<file path="config.mk">
export PLATFORM = sky130hd
export DESIGN_NAME = run_control_flat
export DESIGN_NICKNAME = d
export VERILOG_FILES = /design/src/rtl/run_control_if.sv /design/src/rtl/run_control.sv /design/src/flat_wrapper.sv
export SDC_FILE = /design/constraint.sdc
export NUM_CORES = 1
export LEC_CHECK = 0
export CORE_MARGIN = 2
export CORE_UTILIZATION = 45
export DETAILED_ROUTE_END_ITERATION = 12
export PLACE_DENSITY = 0.77
export SLEW_MARGIN = 0
export SYNTH_ARGS = -nofsm -noshare
export SYNTH_HDL_FRONTEND = slang
export SYNTH_SLANG_ARGS = --single-unit
</file>
<file path="constraint.sdc">
create_clock -name clock -period 1.7 [get_ports clock]
set_input_delay 0.255 -clock clock [delete_from_list [all_inputs] [get_ports clock]]
set_output_delay 0.255 -clock clock [all_outputs]
set_load 0.1 [all_outputs]
</file>
<file path="src/rtl/run_control_if.sv">
// Run/pause controller bus: front-panel buttons, sequencer handshake and status.
interface run_control_if #(
  parameter int unsigned COUNT_W = 16
);
  logic               exec_btn;
  logic               step_btn;
  logic               is_halt_commanded;
  logic               phase_last;
  logic               run_enable;
  logic               running;
  logic               halted;
  logic [COUNT_W-1:0] instr_count;

  modport master (
    output exec_btn, step_btn, is_halt_commanded, phase_last,
    input  run_enable, running, halted, instr_count
  );

  modport slave (
    input  exec_btn, step_btn, is_halt_commanded, phase_last,
    output run_enable, running, halted, instr_count
  );
endinterface

</file>
<file path="src/rtl/run_control.sv">
// Run/step/halt controller: debounced front-panel buttons gate the phase counter
// and count completed instructions.
module run_control #(
  parameter int unsigned DEBOUNCE_CYCLES = 4,
  parameter int unsigned COUNT_W         = 16
) (
  input  logic         clock,
  input  logic         reset,
  run_control_if.slave bus
);

  localparam int unsigned NBTN = 2;
  localparam int unsigned DB_W = 8;
  localparam logic [DB_W-1:0] DB_LAST = DB_W'(DEBOUNCE_CYCLES - 1);

  typedef enum logic [2:0] {
    ST_STOPPED,
    ST_RUN,
    ST_STEP,
    ST_DRAIN,
    ST_HALTED
  } state_t;

  // Bit 0 is exec, bit 1 is step.
  logic [NBTN-1:0] btn_raw;
  logic [NBTN-1:0] sync1_q;
  logic [NBTN-1:0] sync2_q;
  logic [NBTN-1:0] level_q;
  logic [NBTN-1:0] level_prev_q;
  logic [NBTN-1:0] pulse;
  logic [DB_W-1:0] db_cnt_q [NBTN];

  logic exec_pulse;
  logic step_pulse;

  state_t state_q, state_d;
  logic   halt_cause_q, halt_cause_d;
  logic   run_enable_q, run_enable_d;
  logic   running_q, running_d;
  logic   halted_q, halted_d;
  logic [COUNT_W-1:0] count_q;

  assign btn_raw    = {bus.step_btn, bus.exec_btn};
  assign pulse      = level_q & ~level_prev_q;
  assign exec_pulse = pulse[0];
  assign step_pulse = pulse[1];

  // Two-flop synchronizers for the asynchronous buttons.
  always_ff @(posedge clock or negedge reset) begin
    if (!reset) begin
      sync1_q <= '0;
      sync2_q <= '0;
    end else begin
      sync1_q <= btn_raw;
      sync2_q <= sync1_q;
    end
  end

  // Debounce: accept a new level after DEBOUNCE_CYCLES consecutive differing samples.
  always_ff @(posedge clock or negedge reset) begin
    if (!reset) begin
      level_q <= '0;
      for (int i = 0; i < NBTN; i++) db_cnt_q[i] <= '0;
    end else begin
      for (int i = 0; i < NBTN; i++) begin
        if (sync2_q[i] == level_q[i]) begin
          db_cnt_q[i] <= '0;
        end else if (db_cnt_q[i] == DB_LAST) begin
          level_q[i]  <= sync2_q[i];
          db_cnt_q[i] <= '0;
        end else begin
          db_cnt_q[i] <= db_cnt_q[i] + DB_W'(1);
        end
      end
    end
  end

  // Previous debounced level for rising-edge pulse generation.
  always_ff @(posedge clock or negedge reset) begin
    if (!reset) level_prev_q <= '0;
    else        level_prev_q <= level_q;
  end

  // State, latched stop cause and registered status outputs.
  always_ff @(posedge clock or negedge reset) begin
    if (!reset) begin
      state_q      <= ST_STOPPED;
      halt_cause_q <= 1'b0;
      run_enable_q <= 1'b0;
      running_q    <= 1'b0;
      halted_q     <= 1'b0;
    end else begin
      state_q      <= state_d;
      halt_cause_q <= halt_cause_d;
      run_enable_q <= run_enable_d;
      running_q    <= running_d;
      halted_q     <= halted_d;
    end
  end

  // Next-state logic; a stop request mid-instruction drains to the instruction boundary.
  always_comb begin
    state_d      = state_q;
    halt_cause_d = halt_cause_q;
    unique case (state_q)
      ST_STOPPED: begin
        halt_cause_d = 1'b0;
        if (exec_pulse)      state_d = ST_RUN;
        else if (step_pulse) state_d = ST_STEP;
      end
      ST_RUN: begin
        if (bus.is_halt_commanded || exec_pulse) begin
          halt_cause_d = bus.is_halt_commanded;
          if (bus.phase_last) state_d = bus.is_halt_commanded ? ST_HALTED : ST_STOPPED;
          else                state_d = ST_DRAIN;
        end
      end
      ST_STEP, ST_DRAIN: begin
        halt_cause_d = halt_cause_q | bus.is_halt_commanded;
        if (bus.phase_last) state_d = halt_cause_d ? ST_HALTED : ST_STOPPED;
      end
      ST_HALTED: state_d = ST_HALTED;
      default:   state_d = ST_STOPPED;
    endcase
    run_enable_d = (state_d == ST_RUN) || (state_d == ST_STEP) || (state_d == ST_DRAIN);
    running_d    = (state_d == ST_RUN);
    halted_d     = (state_d == ST_HALTED);
  end

  // Completed-instruction counter, wraps naturally.
  always_ff @(posedge clock or negedge reset) begin
    if (!reset)                           count_q <= '0;
    else if (run_enable_q && bus.phase_last) count_q <= count_q + COUNT_W'(1);
  end

  assign bus.run_enable  = run_enable_q;
  assign bus.running     = running_q;
  assign bus.halted      = halted_q;
  assign bus.instr_count = count_q;

endmodule

</file>
<file path="src/flat_wrapper.sv">
// flat-port wrapper written by rule: the top's interface ports become plain ports
module run_control_flat 
#(
  parameter int unsigned DEBOUNCE_CYCLES = 4,
  parameter int unsigned COUNT_W         = 16
)
  (clock, reset, bus_exec_btn, bus_step_btn, bus_is_halt_commanded, bus_phase_last, bus_run_enable, bus_running, bus_halted, bus_instr_count);
  run_control_if #(.COUNT_W(COUNT_W)) bus_i ();
  input  logic clock;
  input  logic reset;
  input wire logic [$bits(bus_i.exec_btn)-1:0] bus_exec_btn;
  input wire logic [$bits(bus_i.step_btn)-1:0] bus_step_btn;
  input wire logic [$bits(bus_i.is_halt_commanded)-1:0] bus_is_halt_commanded;
  input wire logic [$bits(bus_i.phase_last)-1:0] bus_phase_last;
  output wire logic [$bits(bus_i.run_enable)-1:0] bus_run_enable;
  output wire logic [$bits(bus_i.running)-1:0] bus_running;
  output wire logic [$bits(bus_i.halted)-1:0] bus_halted;
  output wire logic [$bits(bus_i.instr_count)-1:0] bus_instr_count;
  assign bus_i.exec_btn = bus_exec_btn;
  assign bus_i.step_btn = bus_step_btn;
  assign bus_i.is_halt_commanded = bus_is_halt_commanded;
  assign bus_i.phase_last = bus_phase_last;
  assign bus_run_enable = bus_i.run_enable;
  assign bus_running = bus_i.running;
  assign bus_halted = bus_i.halted;
  assign bus_instr_count = bus_i.instr_count;
  run_control #(.DEBOUNCE_CYCLES(DEBOUNCE_CYCLES), .COUNT_W(COUNT_W)) u_core (.clock(clock), .reset(reset), .bus(bus_i));
endmodule
</file>
* Word level (Yosys, flattened, before mapping)
Cells that the tools add are included.
Cells by class: add/subtract/negate cells 3, eq/ne operators 13, muxes and demuxes 14, bitwise gates (word level) 5, reductions and logical operators 10
Operators by type and width (number):
- $mux 8 | 4
- $mux 3 | 7
- $add 16x1->16 const B | 1
- $add 8x1->8 const B | 2
- $eq 8x2->1 const B | 2
- $eq 3x2->1 const B | 4
- $pmux 3 s4 | 1
- $eq 3x1->1 const B | 2
- $eq 3x3->1 const B | 2
- $reduce_and 2->1 | 3
- $logic_not 3->1 | 1
- $logic_or 1x1->1 | 3
- $pmux 1 s3 | 1
- $reduce_bool 3->1 | 1
- $and 2x2->2 | 1
- $eq 1x1->1 | 2
- $ne 2x1->1 const B | 1
- $not 1->1 | 2
- $not 2->2 | 1
- $reduce_or 2->1 | 1
- $logic_and 1x1->1 | 1
- $mux 1 | 1
- $or 1x1->1 | 1
Word-level totals: register bits after elaboration 47, input port bits 6, output and inout bits 19

* Depth between registers and ports, before layout
Gate-level depths: netlist of run 1.
depth in word-level cells 8, mapped depth 5, mapped depth without buffers 5

* Least setup slack after synthesis of run 1
No wires, ideal clock.
path type register -> register, from register u_core.count_q[0], in the netlist u_core.bus.instr_count[0], to register u_core.count_q[12], in the netlist u_core.bus.instr_count[12], setup time 159 ps, arrival time 1829 ps, required time 1541 ps, setup slack -288 ps, cell stages (with the launch flop) 6, path buffers 0, cell sequence dfrtp_1 -> ha_1 -> nand3_1 -> nor2_1 -> nand3_1 -> xnor2_1
Between the ends: word-level cells in the longest chain between the ends 1
Ends and longest elaborated chain:
- from (decl) | line run_control.sv:41 | logic [COUNT_W-1:0] count_q;
- from (signal assigned) | line run_control.sv:133 | else if (run_enable_q && bus.phase_last) count_q <= count_q + COUNT_W'(1);
- $add 16x1->16 | line run_control.sv:133
No other way between the ends. A chain may end at the register's enable or synchronous reset.

* Worst setup path in the final report of run 1
from register u_core.count_q[0], in the netlist u_core.bus.instr_count[0], to register u_core.count_q[6], in the netlist u_core.bus.instr_count[6]
Same word-level chain as after synthesis.

==> out/qor.txt, run 1 <==
vias per inst -> 5.053
Max-slew headroom -> 78.87%
leak pwr -> 1.192 nW
die height -> 70.72 µm
Synth cell types -> 28
Avg Inst Size Synth -> 11.32 µm²
Pre-Repair DR Iteration Count -> 4
worst skew pair latency -> 0.29 ns
skew final -> 0.003765 ns
Routed WL -> 3290 µm
Antenna diodes -> 0
Switch Pwr -> 0.001695 W
Post-CTS Setup Bufs -> 0
cts bufs inserted -> 5
CTS tree -> yes
Final #Nets -> 220
Die Wd -> 70.72 µm
vias in the first global route -> 1349
Switching Fraction -> 41.50%
Root Buffer Master -> clkbuf_8
RSZ-0062 raised after global routing -> no
Iter 0 DRT Violations -> 59
maximum VDD drop -> 0.0008113 V
final setup vio count -> 0
Yosys reg bits -> 47
Final HPWL DP -> 2426 µm
CP Capture Type -> flop
Yosys top cell area share -> 58.71%
Int Power -> 0.002389 W
Comb power frac -> 41.6%
top-count cell post-synth -> dfrtp_1
CTS sink cnt -> 47
DP Worst Slack -> 0.04649 ns
status -> finished, final reports clean
global route overflow -> 0
Final Max Tran Viols -> 0
slew of the pin with the lowest slew margin -> 0.3158 ns
CP Max Fanout -> 5
first-pass GRT wire length -> 5706 µm
sequential area share after synthesis -> 58.71%
DR DRC count -> 0
number of synthesized flops with an enable pin -> 0
H-tree depth -> 2
layout cells sized above 1 -> 23.58%
core area -> 0.004324 mm²
Post-Syn Nets -> 186
synthesized instance count -> 177
Worst Path Required -> 1.92 ns
synth cell count leaders -> 47 x dfrtp_1, 23 x nor2_1, 17 x xnor2_1
post-cts sizing count -> 0
Seq pwr share -> 41.0%
setup ws final -> 0.2849 ns
fill count -> 351
type of the worst setup path -> flop to flop
# rows -> 24
synthesis-to-finish area growth -> 32.11%
Hold WS -> 0.3530 ns
Async S/R FF share, synth -> 100.0%
arrival time at the worst endpoint -> 1.63 ns
Storage cell area -> 0.001191 mm²
clock network power share -> 17.4%
Routed Antenna Nets -> 0
Final Hold Fails -> 0
Total GRT Usage -> 14.27%
vias post-DR -> 1334
Synth Flop Type -> dfrtp_1
max cap viols -> 0
top cells by area, synth -> dfrtp_1 59%, xnor2_1 7.4%, xor2_1 5.2%
Starting Density -> 46.33%
largest net degree at the start of global routing -> 48
post-layout minimum cycle time -> 1.415 ns
pwr dens -> 1543 mW/mm²
WL/cell -> 12.46 µm
Reg2Reg Setup Slack -> 0.28 ns
routability cong. -> 0.8121
CP Launch Type -> flop
CTS Buffer Depth -> 2
die area -> 0.005001 mm²
IO Pins -> 25
synth warn -> 0
Max Freq -> 706.7 MHz
initial antenna violation count -> 0
Final period util -> 83.24%
Post-Syn Area -> 0.002003 mm²
clk slew on worst S/H paths -> 0.08 ns
Multi-input gate area -> 819.5 µm²
TNS Setup -> 0 ns
Yosys top cell by area -> dfrtp_1
HP Class -> flop to flop
PortBufs -> 24
final timing paths:
kind	start	depth (start not counted)	to
max in group asynchronous	reset	3	u_core.bus.instr_count[5]$_DFFE_PN0P_
min in group asynchronous	reset	3	u_core.state_q[2]$_DFF_PN0_
max	u_core.bus.instr_count[0]$_DFFE_PN0P_	5	u_core.bus.instr_count[6]$_DFFE_PN0P_
min reg2reg	u_core.sync1_q[1]$_DFF_PN0_	0	u_core.sync2_q[1]$_DFF_PN0_
min	u_core.sync1_q[1]$_DFF_PN0_	0	u_core.sync2_q[1]$_DFF_PN0_
max reg2reg	u_core.bus.instr_count[0]$_DFFE_PN0P_	5	u_core.bus.instr_count[6]$_DFFE_PN0P_
worst max-delay path, stage by stage (launching register included):
cell and delay (ns):
dfrtp_2 0.45, ha_1 0.17, nand3_1 0.11, nor2_1 0.25
and3_1 0.22, xor2_1 0.14
power groups by stage:
stage          combinational (W)  sequential, W  clock [W]
6_report                 0.00170        0.00168   0.000709
5_1_grt                  0.00182        0.00172   0.000769
4_1_cts                  0.00171        0.00168   0.000729
3_5_place_dp             0.00171        0.00170          0
3_3_place_gp             0.00169        0.00168          0
2_1_floorplan           0.000494        0.00226          0
kinds of logic (layout without fill, tap and decap cells):
| kind of cell | count (synthesis) | in the layout | share of synthesized area (%) |
|---|---|---|---|
| and+or+nand+nor | 79 | 79 | 20.11 |
| DFF | 47 | 47 | 58.71 |
| xor gates and xnor gates | 30 | 30 | 13.49 |
| AOI/OAI and AO/OA | 13 | 13 | 3.748 |
| adders and majority gates | 3 | 3 | 1.874 |
| muxes | 3 | 3 | 1.686 |
| buffers and inverters | 2 | 37 | 0.3749 |
layer usage:
layer | GRT usage [%] | routed length (µm) | vias up
met5 | 0 | 0 | -
met1 | 18.51 | 1552 | 639
met3 | 3.276 | 124 | 7
li1 | - | - | 660
met4 | 6.289 | 58 | 0
met2 | 23.05 | 1555 | 28
through the flow:
| step | power, W | std cells | instance area, µm² | util, % |
|---|---|---|---|---|
| finish | 0.004084 | 264 | 2646 | 61.20 |
| global route | 0.004299 | 264 | 2646 | 61.20 |
| CTS | 0.004122 | 264 | 2646 | 61.20 |
| detailed placement | 0.003407 | 255 | 2536 | 58.65 |
| global placement | 0.003369 | 255 | 2536 | 58.65 |
| floorplan | 0.002754 | 177 | 2018 | - |
what timing repair did:
item,CTS,global route
endpoints found under the hold margin,47,0
setup endpoints to repair,0,0
hold buffers,1,0
placed cells by master (no fill, tap or decap), types with 2 or more instances in the layout:
cell              n
clkbuf_8          7
nand4_1           5
ha_1              3
inv_1             2
o21ai_0           5
nand2_1          15
and3_1            8
nand3_1          12
dfrtp_1          35
nor2_1           23
and2_1            3
nor4b_1           2
a21oi_1           4
xnor2_1          17
buf_12           20
clkdlybuf4s50_1   4
mux2_2            3
dfrtp_2          12
nand2b_1          2
nor3_1            3
xor2_1           12
final cells by class:
cell class,instances,area share (%)
clock buffers,8,3.783
inverters,2,0.2837
repair buffers,27,17.49
well taps,52,2.459
flip-flops and latches,47,45.01
multi-input cells,128,30.97
state kept, by name, indices dropped and copies added, names as in the netlist:
signal and count:
u_core.bus.run_enable 1, u_core.level_q 2, u_core.db_cnt_q 16, u_core.sync2_q 2, u_core.bus.halted 1, u_core.halt_cause_q 1, u_core.sync1_q 2, u_core.level_prev_q 2
u_core.bus.instr_count 16, u_core.bus.running 1, u_core.state_q 3
Note: power is estimated with default switching activity, not from simulation.
==> run 2: changes to the inputs <==
--- a/config.mk
+++ b/config.mk
@@ -8,7 +8,7 @@
 export CORE_MARGIN = 2
 export CORE_UTILIZATION = 45
 export DETAILED_ROUTE_END_ITERATION = 12
-export PLACE_DENSITY = 0.77
+export PLACE_DENSITY = 0.79
 export SLEW_MARGIN = 0
 export SYNTH_ARGS = -nofsm -noshare
 export SYNTH_HDL_FRONTEND = slang
==> constraint.sdc (replaced) <==
create_clock -name clock -period 1.15 [get_ports clock]
set_input_delay 0.1725 -clock clock [delete_from_list [all_inputs] [get_ports clock]]
set_output_delay 0.1725 -clock clock [all_outputs]
set_load 0.1 [all_outputs]
==> out/qor.txt, run 2 (synthesized netlist as in run 1, its figures left out) <==
Iter 0 DRT Violations -> 89 (+51%)
initial antenna violation count -> 0 (unchanged)
Final Max Tran Viols -> 0 (unchanged)
global route overflow -> 0 (unchanged)
hold worst-path end -> u_core.sync1_q[1]$_DFF_PN0_
Final Hold Fails -> 0 (unchanged)
Reg2Reg Setup Slack -> -0.15 ns (-0.44 ns)
PortBufs -> 24 (unchanged)
vias in the first global route -> 1626 (+21%)
post-layout minimum cycle time -> 1.301 ns (-0.1139 ns)
M2 GR Usage -> 32.92% (+9.9 points)
Antenna diodes -> 0 (unchanged)
Die Wd -> 70.72 µm (unchanged)
CP Launch Type -> flop
final setup vio count -> 41 (+41)
Worst R2R End -> u_core.level_q[0]$_DFFE_PN0P_
IO Pins -> 25 (unchanged)
die height -> 70.72 µm (unchanged)
worst r2r src -> u_core.db_cnt_q[8]$_DFF_PN0_
routability cong. -> 0.8893 (+9.5%)
Max Freq -> 768.5 MHz (+8.8%)
Final period util -> 113.1% (+30 points)
vias per inst -> 5.104 (+1.0%)
crit path max-delay cell type -> dfrtp_1
met1 Use GR -> 21.46% (+3.0 points)
Routed Antenna Nets -> 0 (unchanged)
Pre-Repair DR Iteration Count -> 5 (+1)
CP Max Fanout -> 3 (-2)
CTS sink cnt -> 47 (unchanged)
CTS Buffer Depth -> 2 (unchanged)
synthesis-to-finish area growth -> 72.02%
Routed WL -> 4726 µm (+44%)
layout cells sized above 1 -> 58.27% (+35 points)
status -> finished with violations
Final #Nets -> 274 (+25%)
core area -> 0.004324 mm² (unchanged)
WL/cell -> 14.86 µm (+19%)
slew of the pin with the lowest slew margin -> 0.3561 ns (+0.04028 ns)
Total GRT Usage -> 18.79% (+4.5 points)
Final HPWL DP -> 2845 µm (+17%)
vias post-DR -> 1623 (+22%)
CTS tree -> yes
arrival time at the worst endpoint -> 1.48 ns (-0.15 ns)
Max-slew headroom -> 76.24% (-2.6 points)
max cap viols -> 0 (unchanged)
cts bufs inserted -> 5 (unchanged)
# rows -> 24 (unchanged)
hold_sp -> bus_step_btn
Worst Path Required -> 1.33 ns (-0.59 ns)
first-pass GRT wire length -> 7348 µm (+29%)
clk slew on worst S/H paths -> 0.08 ns (about the same)
setup ws final -> -0.1512 ns (-0.4361 ns)
skew final -> 0.008970 ns (+0.005205 ns)
Worst R2R Path Depth -> 4 (-1)
Crit path largest cell delay -> 0.40 ns (-0.05 ns)
pwr dens -> 2118 mW/mm² (+37%)
leak pwr -> 1.510 nW (+27%)
final core utilization -> 79.69% (+18 points)
worst path cell trace -> ha_4 -> nor4b_4 -> nand2_2 -> mux2_2
Starting Density -> 46.33% (unchanged)
Final Power -> 0.007297 W (+79%)
worst skew pair latency -> 0.30 ns (about the same)
largest net degree at the start of global routing -> 48 (unchanged)
type of the worst setup path -> flop to flop
hold path cells -> 1 (+1)
commonest non-fill, non-tap cell in the layout -> buf_4
most used routing layer -> met2
commonest non-fill, non-tap cells in the layout -> 37 x buf_4, 29 x dfrtp_1, 20 x buf_12
violated checks -> negative setup slack
HP Class -> primary input to flop
RSZ-0062 raised after global routing -> yes
CP Capture Type -> flop
die area -> 0.005001 mm² (unchanged)
maximum VDD drop -> 0.001542 V (+90%)
Root Buffer Master -> clkbuf_8
DR DRC count -> 0 (unchanged)
H-tree depth -> 2 (unchanged)
GR Layer Usage met3 -> 5.271% (+2.0 points)
## run 2: stage by stage
step | setup TNS [ns] | hold slack [ns] | setup slack (ns) | cells | area, µm²
floorplan | -3.484 | -0.1231 | -0.3334 | 177 | 2117
global placement | -5.962 | 0.1773 | -0.3826 | 286 | 2868
detailed placement | -7.639 | 0.1715 | -0.4493 | 286 | 2868
CTS | -2.983 | 0.3002 | -0.1441 | 308 | 3194
global route | -5.693 | 0.3028 | -0.2126 | 318 | 3446
finish | -3.650 | 0.3102 | -0.1512 | 318 | 3446
## run 2: worst max-delay path, delay by kind of cell, from the launching register on
family                   cells  cell delay (ns)
AND/OR/NAND/NOR              2             0.34
adder cells (fa/ha/maj)      1             0.16
flip-flops                   1             0.40
multiplexers                 1             0.29
## run 2: power by group
part / switching, W / internal [W] / total [W]
Sequential: 0.000418 / 0.00208 / 0.00249
Clock: 0.000538 / 0.000425 / 0.000963
Combinational: 0.00205 / 0.00179 / 0.00384
## run 2: how the worst max path moves through the flow
stage                                     startpoint                                     end  slack [ns]  cells after the start
6_report                u_core.db_cnt_q[8]$_DFF_PN0_           u_core.level_q[0]$_DFFE_PN0P_       -0.15                      4
5_1_grt                 u_core.db_cnt_q[1]$_DFF_PN0_           u_core.level_q[1]$_DFFE_PN0P_       -0.21                      4
4_1_cts                 u_core.db_cnt_q[0]$_DFF_PN0_           u_core.level_q[1]$_DFFE_PN0P_       -0.14                      4
3_5_place_dp                          bus_phase_last   u_core.bus.instr_count[7]$_DFFE_PN0P_       -0.45                      5
3_3_place_gp                          bus_phase_last   u_core.bus.instr_count[7]$_DFFE_PN0P_       -0.38                      5
2_1_floorplan  u_core.bus.instr_count[4]$_DFFE_PN0P_  u_core.bus.instr_count[15]$_DFFE_PN0P_       -0.33                      4
## run 2: what timing repair did
action,in CTS,in global routing
hold buffers,1,0
gates cloned,0,0
buffers inserted,15,11
hold endpoints to repair,47,0
setup endpoints to repair,42,47
gates resized for setup,32,41
pin swaps,31,34
## run 2: cell type report
class | instances | area [µm²]
sequential | 47 | 1224
inverter | 2 | 7.507
tap | 52 | 65.06
clock buffer | 6 | 72.57
multi-input combinational | 128 | 1126
clock inverter | 2 | 12.51
fill | 236 | 878.3
timing repair buffer | 81 | 938.4
## run 2: per-layer routing
layer  vias to the layer above  share of wire, %
met3                        11               3.5
met4                         0               2.1
met2                        40                55
li1                        766                 -
met5                         -                 0
met1                       806                39
